--- src/rtl/char_row_buffer.sv ---
// One text row of character codes for the VGA overlay: cursor-driven write port,
// hardware clear sweep, and a two-stage scan pipeline feeding the glyph ROM.
module char_row_buffer #(
  parameter int                   COLS      = 32,
  parameter int                   CHAR_BITS = 6,
  parameter int                   CHAR_W    = 8,
  parameter int                   CHAR_H    = 10,
  parameter int                   X_START   = 0,
  parameter int                   Y_START   = 100,
  parameter logic [CHAR_BITS-1:0] BLANK     = '1,
  localparam int                  AW        = $clog2(COLS),
  localparam int                  CW        = $clog2(CHAR_W)
) (
  input  logic                 clk,
  input  logic                 rst_n,
  input  logic [9:0]           xcoor,
  input  logic [8:0]           ycoor,
  input  logic                 wr_en,
  input  logic [CHAR_BITS-1:0] wr_data,
  input  logic                 wr_addr_load,
  input  logic [AW-1:0]        wr_addr,
  input  logic                 clear_start,
  output logic                 busy,
  output logic [AW-1:0]        cursor,
  output logic [CHAR_BITS-1:0] char_out,
  output logic [CW-1:0]        glyph_col,
  output logic [3:0]           glyph_row,
  output logic                 in_row
);

  localparam logic [AW-1:0] LAST   = AW'(COLS - 1);
  localparam logic [10:0]   X_LO   = 11'(X_START);
  localparam logic [10:0]   X_SPAN = 11'(COLS * CHAR_W);
  localparam logic [9:0]    Y_LO   = 10'(Y_START);
  localparam logic [9:0]    Y_SPAN = 10'(CHAR_H);

  typedef enum logic {ST_IDLE, ST_CLEAR} state_t;

  state_t               state_q, state_d;
  logic [AW-1:0]        ptr_q, ptr_d;
  logic [AW-1:0]        cursor_q, cursor_d;
  logic [AW-1:0]        wr_base;
  logic                 mem_we;
  logic [AW-1:0]        mem_waddr;
  logic [CHAR_BITS-1:0] mem_wdata;
  logic [CHAR_BITS-1:0] mem [COLS];

  // Scan stage 1
  logic [10:0]          x_off;
  logic [9:0]           y_off;
  logic                 win_q, win_d;
  logic [AW-1:0]        col_q, col_d;
  logic [CW-1:0]        gcol_q, gcol_d;
  logic [3:0]           grow_q, grow_d;

  // Scan stage 2
  logic                 in_row_q, in_row_d;
  logic                 sel_q, sel_d;
  logic [CW-1:0]        glyph_col_q, glyph_col_d;
  logic [3:0]           glyph_row_q, glyph_row_d;
  logic [CHAR_BITS-1:0] rd_q;

  function automatic logic [AW-1:0] wrap_inc(input logic [AW-1:0] a);
    return (a == LAST) ? '0 : a + AW'(1);
  endfunction

  // wr_addr has fewer than 2*COLS codes, so one conditional subtract is a full modulo
  function automatic logic [AW-1:0] mod_cols(input logic [AW-1:0] a);
    return (a > LAST) ? a - AW'(COLS) : a;
  endfunction

  always_comb begin
    state_d   = state_q;
    ptr_d     = ptr_q;
    cursor_d  = cursor_q;
    mem_we    = 1'b0;
    mem_waddr = ptr_q;
    mem_wdata = BLANK;
    wr_base   = wr_addr_load ? mod_cols(wr_addr) : cursor_q;
    if (state_q == ST_CLEAR) begin
      mem_we = 1'b1;
      ptr_d  = wrap_inc(ptr_q);
      if (ptr_q == LAST) begin
        state_d = ST_IDLE;
      end
      if (wr_addr_load) begin
        cursor_d = mod_cols(wr_addr);
      end
    end else begin
      if (clear_start) begin
        state_d  = ST_CLEAR;
        ptr_d    = '0;
        cursor_d = '0;
      end else if (wr_en) begin
        mem_we    = 1'b1;
        mem_waddr = wr_base;
        mem_wdata = wr_data;
        cursor_d  = wrap_inc(wr_base);
      end else begin
        cursor_d = wr_base;
      end
    end
  end

  // Out-of-window coordinates underflow to large offsets, so one unsigned compare per axis suffices
  always_comb begin
    x_off       = {1'b0, xcoor} - X_LO;
    y_off       = {1'b0, ycoor} - Y_LO;
    win_d       = (x_off < X_SPAN) && (y_off < Y_SPAN);
    col_d       = win_d ? x_off[CW +: AW] : '0;
    gcol_d      = win_d ? x_off[CW-1:0] : '0;
    grow_d      = win_d ? y_off[3:0] : '0;
    in_row_d    = win_q;
    sel_d       = win_q && (state_q == ST_IDLE);
    glyph_col_d = gcol_q;
    glyph_row_d = grow_q;
  end

  always_ff @(posedge clk) begin
    if (!rst_n) begin
      state_q     <= ST_CLEAR;
      ptr_q       <= '0;
      cursor_q    <= '0;
      win_q       <= 1'b0;
      col_q       <= '0;
      gcol_q      <= '0;
      grow_q      <= '0;
      in_row_q    <= 1'b0;
      sel_q       <= 1'b0;
      glyph_col_q <= '0;
      glyph_row_q <= '0;
    end else begin
      state_q     <= state_d;
      ptr_q       <= ptr_d;
      cursor_q    <= cursor_d;
      win_q       <= win_d;
      col_q       <= col_d;
      gcol_q      <= gcol_d;
      grow_q      <= grow_d;
      in_row_q    <= in_row_d;
      sel_q       <= sel_d;
      glyph_col_q <= glyph_col_d;
      glyph_row_q <= glyph_row_d;
    end
  end

  // Unreset RAM with registered read; same-entry write lands after the read (old value returned)
  always_ff @(posedge clk) begin
    if (mem_we && rst_n) begin
      mem[mem_waddr] <= mem_wdata;
    end
    rd_q <= mem[col_q];
  end

  assign busy      = (state_q == ST_CLEAR);
  assign cursor    = cursor_q;
  assign char_out  = sel_q ? rd_q : BLANK;
  assign glyph_col = glyph_col_q;
  assign glyph_row = glyph_row_q;
  assign in_row    = in_row_q;

endmodule
--- config.mk ---
export PLATFORM = sky130hd
export DESIGN_NAME = char_row_buffer
export DESIGN_NICKNAME = d
export VERILOG_FILES = /design/src/rtl/char_row_buffer.sv
export SDC_FILE = /design/constraint.sdc
export NUM_CORES = 1
export LEC_CHECK = 0
export CAP_MARGIN = 15
export CORE_ASPECT_RATIO = 0.8
export CORE_MARGIN = 5
export CORE_UTILIZATION = 40
export DETAILED_ROUTE_END_ITERATION = 6
export PLACE_DENSITY = 0.65
export SLEW_MARGIN = 20
export SYNTH_ARGS = -nofsm -noshare
export SYNTH_HDL_FRONTEND = slang
export SYNTH_SLANG_ARGS = --single-unit
--- constraint.sdc ---
create_clock -name clk -period 3 [get_ports clk]
set_input_delay 0.75 -clock clk [delete_from_list [all_inputs] [get_ports clk]]
set_output_delay 0.75 -clock clk [all_outputs]
set_load 0.005 [all_outputs]
==> results of run 1 <==
==> worst max-delay path by stage <==
stage               slack, ns        end  depth (start not counted)
finish                   0.31       busy                          1
global route             0.24       busy                          1
CTS                      0.28       busy                          1
detailed placement      -0.04  cursor[3]                          8
global placement        -0.04  cursor[3]                          8
floorplan                0.22  cursor[3]                          8
==> through the flow <==
step	util, %	setup TNS, ns
finish	50.09	0
detailed placement	46.54	-0.03694
global route	50.09	0
floorplan	-	0
CTS	50.09	0
global placement	46.54	-0.03689
==> flip-flops by register name, indices dropped and copies added (netlist names) <==
| signal | count |
|---|---|
| glyph_col | 3 |
| col_q | 5 |
| rd_q | 6 |
| glyph_row_d | 4 |
| sel_q | 1 |
| in_row_d | 1 |
| in_row | 1 |
| mem | 192 |
| ptr_q | 5 |
| glyph_row | 4 |
| busy | 1 |
| cursor | 5 |
| gcol_q | 3 |
==> per-layer routing <==
| metal | share of wire, % | wire length, um | global-route usage [%] |
|---|---|---|---|
| met4 | 1.5 | 303 | 3.008 |
| met2 | 49 | 9530 | 24.60 |
| met5 | 0 | 0 | 0 |
| met3 | 5.4 | 1062 | 3.098 |
| met1 | 44 | 8725 | 20.93 |
==> cell families after synthesis <==
| kind of cell | count (synthesis) | share of synthesized area, % |
|---|---|---|
| compound gates | 39 | 2.927 |
| xor+xnor | 1 | 0.09531 |
| fa+ha+maj | 6 | 0.8167 |
| buf+inv | 30 | 1.497 |
| flops | 231 | 71.22 |
| mux | 72 | 16.16 |
| simple gates | 125 | 7.283 |
==> cell type report <==
type,count,area share (%)
multi-input cells,243,22.19
inverters,6,0.1993
flip-flops and latches,231,57.97
repair buffers,115,9.166
clock buffers,31,5.723
well taps,306,3.388
clock inverters,13,1.373
==> report_power, final <==
group,switching [mW],total [mW],internal [mW],leakage [nW]
clock network,1.18,2.96,1.79,0.382
logic,0.0809,0.183,0.102,1.20
registers,0.0130,3.45,3.44,2.31
==> cell usage in the layout, fill, tap and decap left out, types with 3 or more instances in the layout <==
cell and n:
nand3_1 3, and2_1 21, clkinv_2 3, a21boi_0 4
clkbuf_16 24, dfxtp_1 37, nor3_1 3, o21ai_0 6
o21ai_1 4, ha_1 6, nand2_1 12, nand2b_1 16
bufinv_16 3, buf_12 3, a21oi_1 7, nor3b_1 10
and3_1 4, nor2b_1 10, a32oi_1 3, clkinv_1 3
mux2_2 11, clkinvlp_4 3, edfxtp_1 192, clkbuf_1 5
clkdlybuf4s50_1 54, buf_4 58, inv_1 6, nor2_1 38
mux4_2 60
==> impl_metrics.ini, run 1 <==
[placed_design]
gp_congestion = 0.8166
dp_cells = 901
hpwl_um = 13200
placed_area_mm2 = 0.01050
port-buffer-count = 54
dpl_worst_slack_ns = -0.03694

[timing]
finalSetupViolations = 0
holdWs_ns = 0.4367
drv_slew = 0
rsz0062_at_grt = false
timing.fmax_mhz = 372.1
worst_pin_slew_ns = 0.7249
setup_slack_ns = 0.3122
min_period_ns = 2.688
final_hold_viol_count = 0
slew_headroom_pct = 51.61
skew_ns = 0.01702
fin_crit_sh_pct = 89.59

[cts]
cts_sinks = 231
cts_buffers = 24
post_cts_buffers = 0
clockBufferDepth = 3
htree_levels = 1
cts.clk_slew.worst_paths_ns = 0.06
cts_resized = 0
worstSkewPairLatency_ns = 0.52
cts_tree = built
cts_root_buf = clkbuf_16
ctsHoldBuffers = 0

[worst_hold_path]
hold_end = glyph_row[1]
min_from = glyph_row_d[1]
min_path_cells = 1
hold_path.class = register to register

[routing]
drt-wirelength-per-cell_um = 20.76
drtAntennaViolNets = 0
drc = 0
dr.pass1.iters = 7
vias = 4952
vias_per_cell = 5.240
first_iter_violations = 377
routed_wl_um = 19620

[synthesis]
synthTopCellsByCount = 192 x edfxtp_1, 60 x mux4_2, 39 x dfxtp_1
postSynthAreaPerCell_um2 = 18.24
synthArstFlopShare_pct = 0
yosysTopAreaCell = edfxtp_1
syn_area_mm2 = 0.009191
synth_top_cell_area_share_pct = 62.73
ys.flop_type = edfxtp_1
syn_nets = 545
yosys_warnings = 0
synth-edff-count = 192
synthTopCellsByArea = edfxtp_1 63%, mux4_2 15%, dfxtp_1 8.5%, nor2_1 1.6%, and2_1 1.4%
ys_seq_area_share_pct = 71.22
synth_seq_cells = 231
syn_inst = 504
synth_cell_types = 44
synth_most_common_cell = edfxtp_1

[floorplanning]
rows = 49
die_area_mm2 = 0.02613
die_h_um = 145.6
core_area_mm2 = 0.02256
io_pins = 55
start_util_pct = 40.74
die_w_um = 179.5

[grt]
antenna_found_initial = 0
grt_usage_pct = 14.96
grt_start_max_net_pins = 49
grt.overflow.total = 0
grt_pass1_vias = 5131
grt_pass1_wl_um = 30570

[critical_path]
slowest_delay_ns = 0.79
critPathBufInv = 1
cp-end-kind = primary output
r2r_end = rd_q[4]
reg2reg_depth = 4
rr_startpoint = col_q[1]
critPathArrivalTime_ns = 1.94
crit_type = register to primary output
crit_family = flip-flops
cp-startpoint = busy
crit_path_top_delay_cell = dfxtp_1
path_cells = clkdlybuf4s50_1
cp_data_required_time_ns = 2.25
path_max_fanout = 20
cp-start-kind = register
r2r_slack_ns = 0.70

[run]
max-cap-violations = 0

[outcome]
outcome = finished, final reports clean

[layout]
syn_to_final_growth_pct = 22.96
register_area_mm2 = 0.006551
fin_area_mm2 = 0.01130
drive_above_1_share_pct = 26.60
finalNonFillerCells = 945
num-nets-final = 662
antenna_cells = 0
nFillCells = 1874
multi_input_area_mm2 = 0.002507

[pwr]
powerDensity_mw_per_mm2 = 584.1
leakage_nw = 3.898
total_power_mw = 6.601
ir_drop_mv = 0.4285
Power figures use the tool's default switching activity.
==> run 2: changes to the inputs <==
--- a/config.mk
+++ b/config.mk
@@ -9,6 +9,7 @@
 export CORE_ASPECT_RATIO = 0.8
 export CORE_MARGIN = 5
 export CORE_UTILIZATION = 40
+export CTS_BUF_LIST = sky130_fd_sc_hd__clkbuf_16
 export DETAILED_ROUTE_END_ITERATION = 6
 export PLACE_DENSITY = 0.65
 export SLEW_MARGIN = 20
==> impl_metrics.ini, run 2 (synthesis results as in run 1) <==
[timing]
timing.fmax_mhz = 370.9
slew_headroom_pct = 50.62
setup_slack_ns = 0.3037
finalSetupTns_ns = 0
finalSetupViolations = 0
worst_pin_slew_ns = 0.7398
final_hold_viol_count = 0
skew_ns = 0.01612
holdWs_ns = 0.4367
rsz0062_at_grt = false
fin_crit_sh_pct = 89.88
min_period_ns = 2.696
drv_slew = 0

[layout]
largestRegisters = mem x192, rd_q x6
syn_to_final_growth_pct = 22.75
final_common_cell = edfxtp_1
fin_area_mm2 = 0.01128
antenna_cells = 0
num-nets-final = 662
nFillCells = 1877
finalNonFillerCells = 945
regMostFlops = mem
fin_util_pct = 50.01
largest_reg_flops = 192
layout_common_cells = 192 x edfxtp_1, 60 x mux4_2, 58 x buf_4
drive_above_1_share_pct = 26.29

[routing]
first_iter_violations = 392
drc = 0
routed_wl_um = 19600
vias = 4945
vias_per_cell = 5.233
dr.pass1.iters = 4
drt-wirelength-per-cell_um = 20.74
drtAntennaViolNets = 0

[cts]
htree_levels = 1
cts_tree = built
clockBufferDepth = 3
cts_sinks = 231
post_cts_buffers = 0
cts_resized = 0
cts.clk_slew.worst_paths_ns = 0.06
worstSkewPairLatency_ns = 0.51
cts_buffers = 24
cts_root_buf = clkbuf_16
ctsHoldBuffers = 0

[grt]
grt_start_max_net_pins = 49
grt_usage_pct = 14.95
grt.overflow.total = 0
antenna_found_initial = 0
grt_pass1_wl_um = 30550
grt_pass1_vias = 5128

[floorplanning]
die_area_mm2 = 0.02613
io_pins = 55
die_h_um = 145.6
start_util_pct = 40.74
rows = 49
core_area_mm2 = 0.02256
die_w_um = 179.5

[pwr]
ir_drop_mv = 0.4285
total_power_mw = 6.527
leakage_nw = 3.908
powerDensity_mw_per_mm2 = 578.5

[critical_path]
crit_family = flip-flops
critPathBufInv = 1
path_max_fanout = 20
slowest_delay_ns = 0.80
path_cells = clkdlybuf4s50_1
crit_type = register to primary output
crit_path_top_delay_cell = dfxtp_1
cp_data_required_time_ns = 2.25
cp-end-kind = primary output
cp-start-kind = register
critPathArrivalTime_ns = 1.95

[outcome]
outcome = finished, final reports clean

[run]
max-cap-violations = 0

[placed_design]
dp_cells = 901
hpwl_um = 13200
gp_congestion = 0.8166
placed_area_mm2 = 0.01050
dpl_worst_slack_ns = -0.03694
port-buffer-count = 54

[worst_hold_path]
hold_path.class = register to register
==> run 2: changes by cell type in the layout (fill, tap and decap cells not counted), sizes merged <==
| cell | previous run | this run |
|---|---|---|
| inv | 6 | 11 |
| clkbuf | 31 | 24 |
| clkinv | 7 | 9 |
==> run 2: layout make-up <==
cell class / count / area, um2 / area share, %
Multi-Input combinational cell: 243 / 2507 / 22.22
Tap cell: 306 / 382.9 / 3.394
Sequential cell: 231 / 6551 / 58.07
Timing Repair Buffer: 115 / 1036 / 9.183
Clock buffer: 24 / 600.6 / 5.323
Inverter: 6 / 22.52 / 0.1996
Clock inverter: 20 / 181.4 / 1.608
==> run 2: path summary, 6_finish.rpt <==
| kind | start | to | slack [ns] | depth (start not counted) |
|---|---|---|---|---|
| setup / recovery | busy | busy | 0.30 | 1 |
| hold / removal | glyph_row_d[1] | glyph_row[1] | 0.44 | 1 |
| setup reg to reg | col_q[1] | rd_q[4] | 0.68 | 4 |
| hold reg to reg | glyph_row_d[1] | glyph_row[1] | 0.44 | 1 |
==> run 2: power breakdown <==
group          internal, mW  total, mW  switching (mW)
clock                  1.72       2.89            1.17
sequential             3.44       3.46          0.0133
combinational         0.102      0.182          0.0803
==> run 2: per-layer routing <==
metal	GRT usage, %	up-vias	wire [um]	part of all wire (%)
li1	-	2244	-	-
met1	20.91	2570	8754	45
met2	24.60	111	9592	49
met3	3.098	20	987	5.0
met4	3.008	0	262	1.3
met5	0	-	0	0
==> run 3: changes to the inputs <==
--- a/config.mk
+++ b/config.mk
@@ -10,6 +10,7 @@
 export CORE_MARGIN = 5
 export CORE_UTILIZATION = 40
 export CTS_BUF_LIST = sky130_fd_sc_hd__clkbuf_16
+export CTS_CLUSTER_SIZE = 12
 export DETAILED_ROUTE_END_ITERATION = 6
 export PLACE_DENSITY = 0.65
 export SLEW_MARGIN = 20
==> impl_metrics.ini, run 3 (synthesis results as in run 1) <==
[outcome]
outcome = finished, final reports clean

[timing]
rsz0062_at_grt = false
drv_slew = 0
finalSetupViolations = 0
final_hold_viol_count = 0
timing.fmax_mhz = 373.1
fin_crit_sh_pct = 89.34
worst_pin_slew_ns = 0.7315
skew_ns = 0.01771
holdWs_ns = 0.4365
min_period_ns = 2.680
slew_headroom_pct = 51.16

[pwr]
swShare_pct = 19.15
leakage_nw = 3.923
pwr-share-clk_pct = 43.2
ir_drop_mv = 0.4383
powerDensity_mw_per_mm2 = 569.1
p_int_mw = 5.175
p_seq_share_pct = 54.0
total_power_mw = 6.400
combPwrFrac_pct = 2.9
p_sw_mw = 1.226

[critical_path]
path_max_fanout = 20
slowest_delay_ns = 0.79
cp_data_required_time_ns = 2.25
path_cells = clkdlybuf4s50_1
cp.depth = 1
reg2reg_depth = 4
crit_family = flip-flops
cp-end-kind = primary output
critPathBufInv = 1
crit_path_top_delay_cell = dfxtp_1
cp-start-kind = register
crit_type = register to primary output
critPathArrivalTime_ns = 1.93

[grt]
grt_start_max_net_pins = 49
grt.overflow.total = 0
grt_usage_pct = 14.89
antenna_found_initial = 0
grt_pass1_vias = 5115
grt_pass1_wl_um = 30420

[worst_hold_path]
min_path_cells = 1
hold_path.class = register to register

[cts]
worstSkewPairLatency_ns = 0.51
cts_buffers = 24
cts_resized = 0
cts_sinks = 231
cts_root_buf = clkbuf_16
htree_levels = 1
cts.clk_slew.worst_paths_ns = 0.06
cts_tree = built
post_cts_buffers = 0
ctsHoldBuffers = 0
clockBufferDepth = 3

[floorplanning]
rows = 49
core_area_mm2 = 0.02256
die_w_um = 179.5
start_util_pct = 40.74
die_area_mm2 = 0.02613
die_h_um = 145.6
io_pins = 55

[placed_design]
port-buffer-count = 54
gp_congestion = 0.8166
placed_area_mm2 = 0.01050
hpwl_um = 13200
dp_cells = 901

[layout]
regMostFlops = mem
num-nets-final = 662
layout_common_cells = 192 x edfxtp_1, 60 x mux4_2, 58 x buf_4
antenna_cells = 0
fin_area_mm2 = 0.01125
largest_reg_flops = 192
largestRegisters = mem x192, rd_q x6
nFillCells = 1881
drive_above_1_share_pct = 25.47
finalNonFillerCells = 942
fin_util_pct = 49.84
final_common_cell = edfxtp_1
syn_to_final_growth_pct = 22.35

[routing]
drc = 0
dr.pass1.iters = 6
drt-wirelength-per-cell_um = 20.77
vias = 4880
drtAntennaViolNets = 0
first_iter_violations = 405
routed_wl_um = 19570
vias_per_cell = 5.180

[run]
max-cap-violations = 0
-- run 3: path summary, 6_finish.rpt --
check                               startpoint      endpoint  slack, ns
worst min-delay path            glyph_row_d[1]  glyph_row[1]       0.44
worst max register to register        col_q[1]       rd_q[4]       0.70
worst max-delay path                      busy          busy       0.32
worst min register to register  glyph_row_d[1]  glyph_row[1]       0.44
-- run 3: area by class of cell --
cell class	count	area (um2)	share of cell area, %
Clock buffer	26	650.6	5.785
Clock inverter	15	95.09	0.8456
Inverter	6	22.52	0.2003
Multi-Input combinational cell	243	2507	22.30
Sequential cell	231	6551	58.26
Tap cell	306	382.9	3.405
Timing Repair Buffer	115	1036	9.212
-- run 3: metal layers --
metal | part of all wire [%] | track usage [%] | vias up | routed length [um]
met2 | 48 | 24.32 | 84 | 9447
li1 | - | - | 2232 | -
met4 | 1.8 | 2.970 | 0 | 344
met5 | 0 | 0 | - | 0
met1 | 46 | 21.21 | 2540 | 8906
met3 | 4.5 | 2.774 | 24 | 872
-- run 3: power groups by stage --
stage          Combinational (mW)  Clock [mW]  Sequential (mW)
5_1_grt                     0.199        2.97             3.46
6_report                    0.183        2.76             3.46
3_3_place_gp                0.179           0             3.52
2_1_floorplan              0.0792           0             3.52
4_1_cts                     0.183        2.82             3.45
3_5_place_dp                0.183           0             3.52
-- run 3: through the flow --
stage,worst slack (ns),TNS [ns]
6_report,0.3199,0
5_1_grt,0.2507,0
3_3_place_gp,-0.03689,-0.03689
3_5_place_dp,-0.03694,-0.03694
4_1_cts,0.2902,0
2_1_floorplan,0.2229,0
